$ cat config.mk
export PLATFORM = sky130hd
export DESIGN_NAME = demux_1_8_deser
export DESIGN_NICKNAME = d
export VERILOG_FILES = /design/src/rtl/demux_1_8_deser.sv
export SDC_FILE = /design/constraint.sdc
export NUM_CORES = 1
export LEC_CHECK = 0
export ABC_AREA = 1
export CAP_MARGIN = 15
export CORE_MARGIN = 4
export CORE_UTILIZATION = 54
export CTS_CLUSTER_DIAMETER = 200
export DETAILED_ROUTE_END_ITERATION = 8
export DONT_BUFFER_PORTS = 1
export PLACE_DENSITY = 0.71
export SYNTH_ARGS = -nofsm -noshare
export SYNTH_HDL_FRONTEND = slang
export SYNTH_SLANG_ARGS = --single-unit
export TNS_END_PERCENT = 100
$ cat constraint.sdc
create_clock -name clk -period 1.3 [get_ports clk]
set_clock_uncertainty 0.05 [all_clocks]
set_input_delay 0.065 -clock clk [delete_from_list [all_inputs] [get_ports clk]]
set_output_delay 0.065 -clock clk [all_outputs]
set_load 0.1 [all_outputs]
$ cat src/rtl/demux_1_8_deser.sv
// 1-to-LANES serial deserializer: a lane counter steers valid bits into an assembly
// register; completed frames move to a valid/ready output holding register.
module demux_1_8_deser #(
    parameter int unsigned LANES = 8,
    parameter int unsigned SEL_W = 3
) (
    input  logic             clk,
    input  logic             rst,
    input  logic             din,
    input  logic             din_valid,
    input  logic             sof,
    output logic [LANES-1:0] o,
    output logic             o_valid,
    input  logic             o_ready,
    output logic [SEL_W-1:0] lane_sel,
    output logic             overflow,
    output logic             frame_err,
    input  logic             clr_err
);

    localparam logic [0:0] IDLE = 1'b0;
    localparam logic [0:0] FILL = 1'b1;

    localparam logic [SEL_W-1:0] LAST_LANE = SEL_W'(LANES - 1);

    logic [0:0]       state, state_n;
    logic [SEL_W-1:0] count, count_n;
    logic [LANES-1:0] asm_q, asm_n;
    logic [LANES-1:0] o_n;
    logic             o_valid_n;
    logic             overflow_n;
    logic             frame_err_n;
    logic             complete;
    logic             load;
    logic             ovf_set;
    logic             ferr_set;

    // State, counter, assembly and output registers
    always_ff @(posedge clk) begin
        if (rst) begin
            state     <= IDLE;
            count     <= '0;
            asm_q     <= '0;
            o         <= '0;
            o_valid   <= 1'b0;
            overflow  <= 1'b0;
            frame_err <= 1'b0;
        end else begin
            state     <= state_n;
            count     <= count_n;
            asm_q     <= asm_n;
            o         <= o_n;
            o_valid   <= o_valid_n;
            overflow  <= overflow_n;
            frame_err <= frame_err_n;
        end
    end

    // Next-state, lane steering, frame hand-off and sticky flags
    always_comb begin
        state_n     = state;
        count_n     = count;
        asm_n       = asm_q;
        complete    = 1'b0;
        ferr_set    = 1'b0;
        load        = 1'b0;
        ovf_set     = 1'b0;
        o_n         = o;
        o_valid_n   = o_valid;
        overflow_n  = overflow;
        frame_err_n = frame_err;

        case (state)
            IDLE: begin
                if (din_valid && sof) begin
                    asm_n[0] = din;
                    count_n  = SEL_W'(1);
                    state_n  = FILL;
                end
            end
            FILL: begin
                if (din_valid) begin
                    if (sof) begin
                        // Restart: partial frame is abandoned
                        ferr_set = 1'b1;
                        asm_n[0] = din;
                        count_n  = SEL_W'(1);
                    end else begin
                        asm_n[count] = din;
                        if (count == LAST_LANE) begin
                            complete = 1'b1;
                            count_n  = '0;
                            state_n  = IDLE;
                        end else begin
                            count_n = count + SEL_W'(1);
                        end
                    end
                end
            end
            default: begin
                state_n = IDLE;
                count_n = '0;
            end
        endcase

        load    = complete && (!o_valid || o_ready);
        ovf_set = complete && o_valid && !o_ready;

        if (load) begin
            o_n       = asm_n;
            o_valid_n = 1'b1;
        end else if (o_valid && o_ready) begin
            o_valid_n = 1'b0;
        end

        // Set beats clear when both land on the same edge
        if (ovf_set)       overflow_n = 1'b1;
        else if (clr_err)  overflow_n = 1'b0;

        if (ferr_set)      frame_err_n = 1'b1;
        else if (clr_err)  frame_err_n = 1'b0;
    end

    assign lane_sel = count;

endmodule

Word level (Yosys, flattened, before mapping)
Index checks and enable logic that the tools add are counted.
{"block": "word_totals", "in_bits": 7, "ff_bits": 23}
{"block": "op_classes", "bitwise": 1, "add_sub_neg": 1, "n_lt_le_gt_ge": 2, "reduce_logical": 13, "muxes": 31, "n_eq_ne": 3}
{"op": "$mux 1", "count": 19}
{"op": "$mux 7", "count": 2}
{"op": "$mux 3", "count": 4}
{"op": "$bwmux 8", "count": 1}
{"op": "$mux 8", "count": 1}
{"op": "$logic_and 1x1->1", "count": 6}
{"op": "$pmux 3 s2", "count": 1}
{"op": "$reduce_bool 2->1", "count": 3}
{"op": "$lt 3x4->1 const B", "count": 1}
{"op": "$ne 2x2->1 const B", "count": 2}
{"op": "$pmux 1 s2", "count": 2}
{"op": "$add 3x1->3 const B", "count": 1}
{"op": "$demux 1 s3", "count": 1}
{"op": "$eq 3x3->1 const B", "count": 1}
{"op": "$ge 3x1->1 const B", "count": 1}
{"op": "$logic_not 1->1", "count": 2}
{"op": "$reduce_and 2->1", "count": 1}
{"op": "$logic_or 1x1->1", "count": 1}
{"op": "$not 1->1", "count": 1}

Depth between registers and ports, before layout
{"block": "logic_depth", "depth_word": 8, "ltp_mapped": 8, "ltp_nobuf": 8}

Worst setup path after synthesis
Ideal clock, no wire load.
{"block": "synth_path", "kind": "flip-flop to flip-flop", "from": "reg count[1], in the netlist lane_sel[1]", "to": "reg o[0]", "stages_incl_launch_ff": 8, "n_path_buf": 0, "arrival_time_ns": 2.029, "slack_ns": -0.897, "setup_time_ns": 0.119, "synth_period_minus_slack_ns": 2.197, "path_cell_list": "dfxtp_1 ha_1 ha_1 inv_1 nor3_4 nand2_2 inv_2 a21oi_1"}
{"block": "synth_between", "elab_chain_len": 8, "word_cells_on_any_way": 15}
{"item": "from (decl)", "line_no": "27", "source": "logic [SEL_W-1:0] count, count_n;"}
{"item": "from (signal assigned)", "line_no": "50", "source": "count <= count_n;"}
{"item": "$lt 3x4->1 (implied by the code) or $ge 3x1->1 (tied branches)", "line_no": "89", "source": "asm_n[count] = din;"}
{"item": "$logic_and 1x1->1 (implied by the code)", "line_no": "89"}
{"item": "$mux 1 (implied by the code)", "line_no": "89"}
{"item": "$demux 1 s3", "line_no": "89"}
{"item": "$bwmux 8", "line_no": "89"}
{"item": "$mux 1", "line_no": "83", "source": "if (sof) begin"}
{"item": "$mux 8", "line_no": "82", "source": "if (din_valid) begin"}
{"item": "$pmux 1 s2", "line_no": "73", "source": "case (state)"}
{"item": "to (signal assigned)", "line_no": "52", "source": "o <= o_n;"}
{"item": "to (decl)", "line_no": "12", "source": "output logic [LANES-1:0] o,"}
Several ways; a longest one is shown, not always the timed one.
A chain may end at the register's enable or synchronous reset.

Worst setup path after layout
{"block": "layout_path", "from": "reg count[0], in the netlist lane_sel[0]", "to": "reg o[2]"}
{"block": "layout_between", "elab_chain_len": 8, "word_cells_on_any_way": 15}
{"item": "$lt 3x4->1 (implied by the code) or $ge 3x1->1 (tied branches)", "line_no": "89"}
{"item": "$logic_and 1x1->1 (implied by the code)", "line_no": "89"}
{"item": "$mux 1 (implied by the code)", "line_no": "89"}
{"item": "$demux 1 s3", "line_no": "89"}
{"item": "$bwmux 8", "line_no": "89"}
{"item": "$mux 7", "line_no": "83"}
{"item": "$mux 8", "line_no": "82"}
{"item": "$mux 7", "line_no": "73"}
Several ways; a longest one is shown, not always the timed one.

==> flow_metrics.env <==
export IMPL_via_per_inst=5.00
export IMPL_placed_cells=190
export IMPL_tns_ns=-0.416
export IMPL_power_density_nw_per_um2=854
export IMPL_r2r_start="lane_sel[0]$_SDFFE_PP0P_"
export IMPL_r2r_worst_path_cells=7
export IMPL_ant_nets=0
export IMPL_cts_max_level=1
export IMPL_rsz0062_at_grt="yes"
export IMPL_area_growth_pct=31.3
export IMPL_boundaryPins=21
export IMPL_nNetsFinal=186
export IMPL_layout_setup_ws_ns=-0.0575
export IMPL_netlist_instances=150
export IMPL_hold_path_end="o[7]$_SDFFE_PP0P_"
export IMPL_first_global_vias=892
export IMPL_violations="setup timing"
export IMPL_wire_per_inst_um=11.7
export IMPL_setup_viol=9
export IMPL_startpoint="lane_sel[0]$_SDFFE_PP0P_"
export IMPL_reg2reg_slack_ns=-0.06
export IMPL_clockBufferDepth=2
export IMPL_synth_nets=159
export IMPL_die_area_um2=2730
export IMPL_io_buffers=0
export IMPL_cp_required_ns=1.47
export IMPL_synthArstFlopShare_pct=0
export IMPL_p_sw_uw=313
export IMPL_ys_ff_latch=23
export IMPL_power_uw=1190
export IMPL_cts_root_buf="clkbuf_4"
export IMPL_reg2reg_to="o[2]$_SDFFE_PP0P_"
export IMPL_initial_core_util_pct=59.4
export IMPL_dr_pass1_iters=4
export IMPL_drt_initial_drc_count=16
export IMPL_leakage_uw=0.000636
export IMPL_run_status="finished, violations left"
export IMPL_cts_buffers=3
export IMPL_min_from="rst"
export IMPL_grt_overflow_total=0
export IMPL_clkPwrFrac_pct=28.0
export IMPL_fin_cells=201
export IMPL_insertion_delay_ns=0.32
export IMPL_drt_wl_total_mm=2.35
export IMPL_p_int_uw=874
export IMPL_fp_dieH_um=52.3
export IMPL_path_clk_slew_ns=0.12
export IMPL_synth_seq_area_share_pct=43.5
export IMPL_tightest_slew_ns=0.556
export IMPL_slew_headroom_pct=62.8
export IMPL_design_area_um2=1390
export IMPL_combPwrFrac_pct=11.6
export IMPL_synth_warnings=0
export IMPL_place_area_um2=1240
export IMPL_clkSinkCount=23
export IMPL_syn_area_um2=1060
export IMPL_synth_edff_count=0
export IMPL_ys_types=18
export IMPL_post_dp_hpwl_mm=1.64
export IMPL_hold_viol_final=0
export IMPL_antenna_cells=0
export IMPL_ir_drop_v=0.000634
export IMPL_pwr_share_seq_pct=60.4
export IMPL_hold_class="input port to flip-flop"
export IMPL_antenna_found_initial=0
export IMPL_crit_fanout=10
export IMPL_final_max_slew_viol_count=0
export IMPL_num_vias=1004
export IMPL_swShare_pct=26.4
export IMPL_rows=15
export IMPL_drive_gt1_share_pct=27.3
export IMPL_critPathCaptureType="flip-flop"
export IMPL_grt_pass1_wl_mm=3.80
export IMPL_crit_path_start_kind="flip-flop"
export IMPL_die_w_um=52.3
export IMPL_synth_top_flop_cell="dfxtp_1"
export IMPL_cts_tree="done"
export IMPL_fin_crit_sh_pct=104
export IMPL_gp_congestion=0.738
export IMPL_drv_cap=0
export IMPL_grt_max_degree=16
export IMPL_crit_arrival_ns=1.52
export IMPL_avgSynthCellArea_um2=7.06
export IMPL_whs_path_depth=3
export IMPL_core_area_um2=1780
export IMPL_gr_usage_all_layers_pct=19.1
export IMPL_worstSetupPathType="flip-flop to flip-flop"
export IMPL_drcViolationCount=0
export IMPL_fmax_mhz=737
export IMPL_min_period_ns=1.36
## power groups by stage
| stage | registers, uW | clock network (uW) | logic [uW] |
|---|---|---|---|
| floorplan | 759 | 0 | 55.4 |
| global placement | 732 | 0 | 93.1 |
| detailed placement | 733 | 0 | 95.6 |
| CTS | 716 | 342 | 123 |
| global route | 719 | 374 | 152 |
| finish | 718 | 332 | 138 |
## per-stage QoR
| stage | util, % | hold WS (ns) | worst slack (ns) |
|---|---|---|---|
| 2_1_floorplan | - | 0.0744 | -0.237 |
| 3_3_place_gp | 69.8 | 0.0764 | -0.0132 |
| 3_5_place_dp | 69.8 | 0.0809 | -0.0783 |
| 4_1_cts | 75.2 | 0.00315 | -0.0752 |
| 5_1_grt | 78.0 | 0.0376 | -0.149 |
| 6_report | 78.0 | 0.0364 | -0.0575 |
## registers in the layout, indices dropped and copies added, names as in the netlist
signal	cells
frame_err	1
lane_sel	3
o	8
o_valid	1
state	1
overflow	1
asm_q	8
## how the worst max path moves through the flow
stage	end	cells past startpoint
final	o[2]$_SDFFE_PP0P_	7
after global routing	o[4]$_SDFFE_PP0P_	8
after CTS	o[6]$_SDFFE_PP0P_	8
after detailed placement	o[0]$_SDFFE_PP0P_	8
after global placement	o[2]$_SDFFE_PP0P_	8
after floorplan	o[4]$_SDFFE_PP0P_	7
## cells by family (layout without fill, tap and decap cells)
family                   Yosys count  in the layout  synth area share, %
adder cells (fa/ha/maj)            2              2                 2.36
flip-flops                        23             23                 43.5
AO/OA/AOI/OAI                     17             17                 8.39
AND/OR/NAND/NOR                   78             78                 33.7
buffers and inverters             30             56                 12.1
## critical path, stage by stage, from the launching register on
cell and delay [ns]:
dfxtp_4 0.38, ha_4 0.14, ha_4 0.12, inv_2 0.04
nor3_4 0.20, nand2_4 0.13, inv_4 0.13, a21oi_1 0.07
## placed cells by master (no fill, tap or decap)
cell           count
nand3_2            2
buf_6              1
a21oi_2            5
inv_2              1
nor2_1            12
buf_12             1
nand2_4            2
a21oi_1           10
dlygate4sd3_1      5
nand2_2            3
clkbuf_1           1
clkinv_1           1
dfxtp_1           18
buf_4             18
nand3_1            7
dfxtp_2            2
nand2_1           42
dfxtp_4            3
nor3_4             1
o21ai_0            2
clkbuf_4           3
ha_4               2
nor2_4             2
nand4_1            7
inv_4              2
inv_1             23
## final cells by class
cell class | instances | area [um^2]
inverter | 27 | 106
sequential | 23 | 474
clock buffer | 4 | 26.3
timing repair buffer | 25 | 216
tap | 25 | 31.3
multi-input combinational | 97 | 536
fill | 137 | 393
## metal layers
metal | wire (um) | vias up | share of wire, % | global-route usage, %
met2 | 1190 | 28 | 51 | 34.1
met1 | 948 | 443 | 40 | 21.5
met3 | 138 | 7 | 5.9 | 3.99
li1 | - | 526 | - | -
met4 | 69 | 0 | 2.9 | 8.94
met5 | 0 | - | 0 | 0
## cell usage after synthesis (2+ instances only)
library cell,number,area [um^2]
inv_1,25,93.8
buf_6,2,22.5
nand4_1,7,43.8
o21ai_0,2,10.0
ha_1,2,25.0
nor2_1,13,48.8
dfxtp_1,23,460
nand2_2,4,25.0
a21oi_1,14,70.1
nand2_1,43,161
nand3_1,8,40.0
## repair_timing
action	4_1_cts	5_1_grt
setup endpoints to repair	9	20
setup buffers	1	1
pin swaps	0	1
gates resized for setup	3	10
hold buffers	5	0
endpoints found under the hold margin	15	0
gates cloned	0	0
Power figures use the tool's default switching activity.
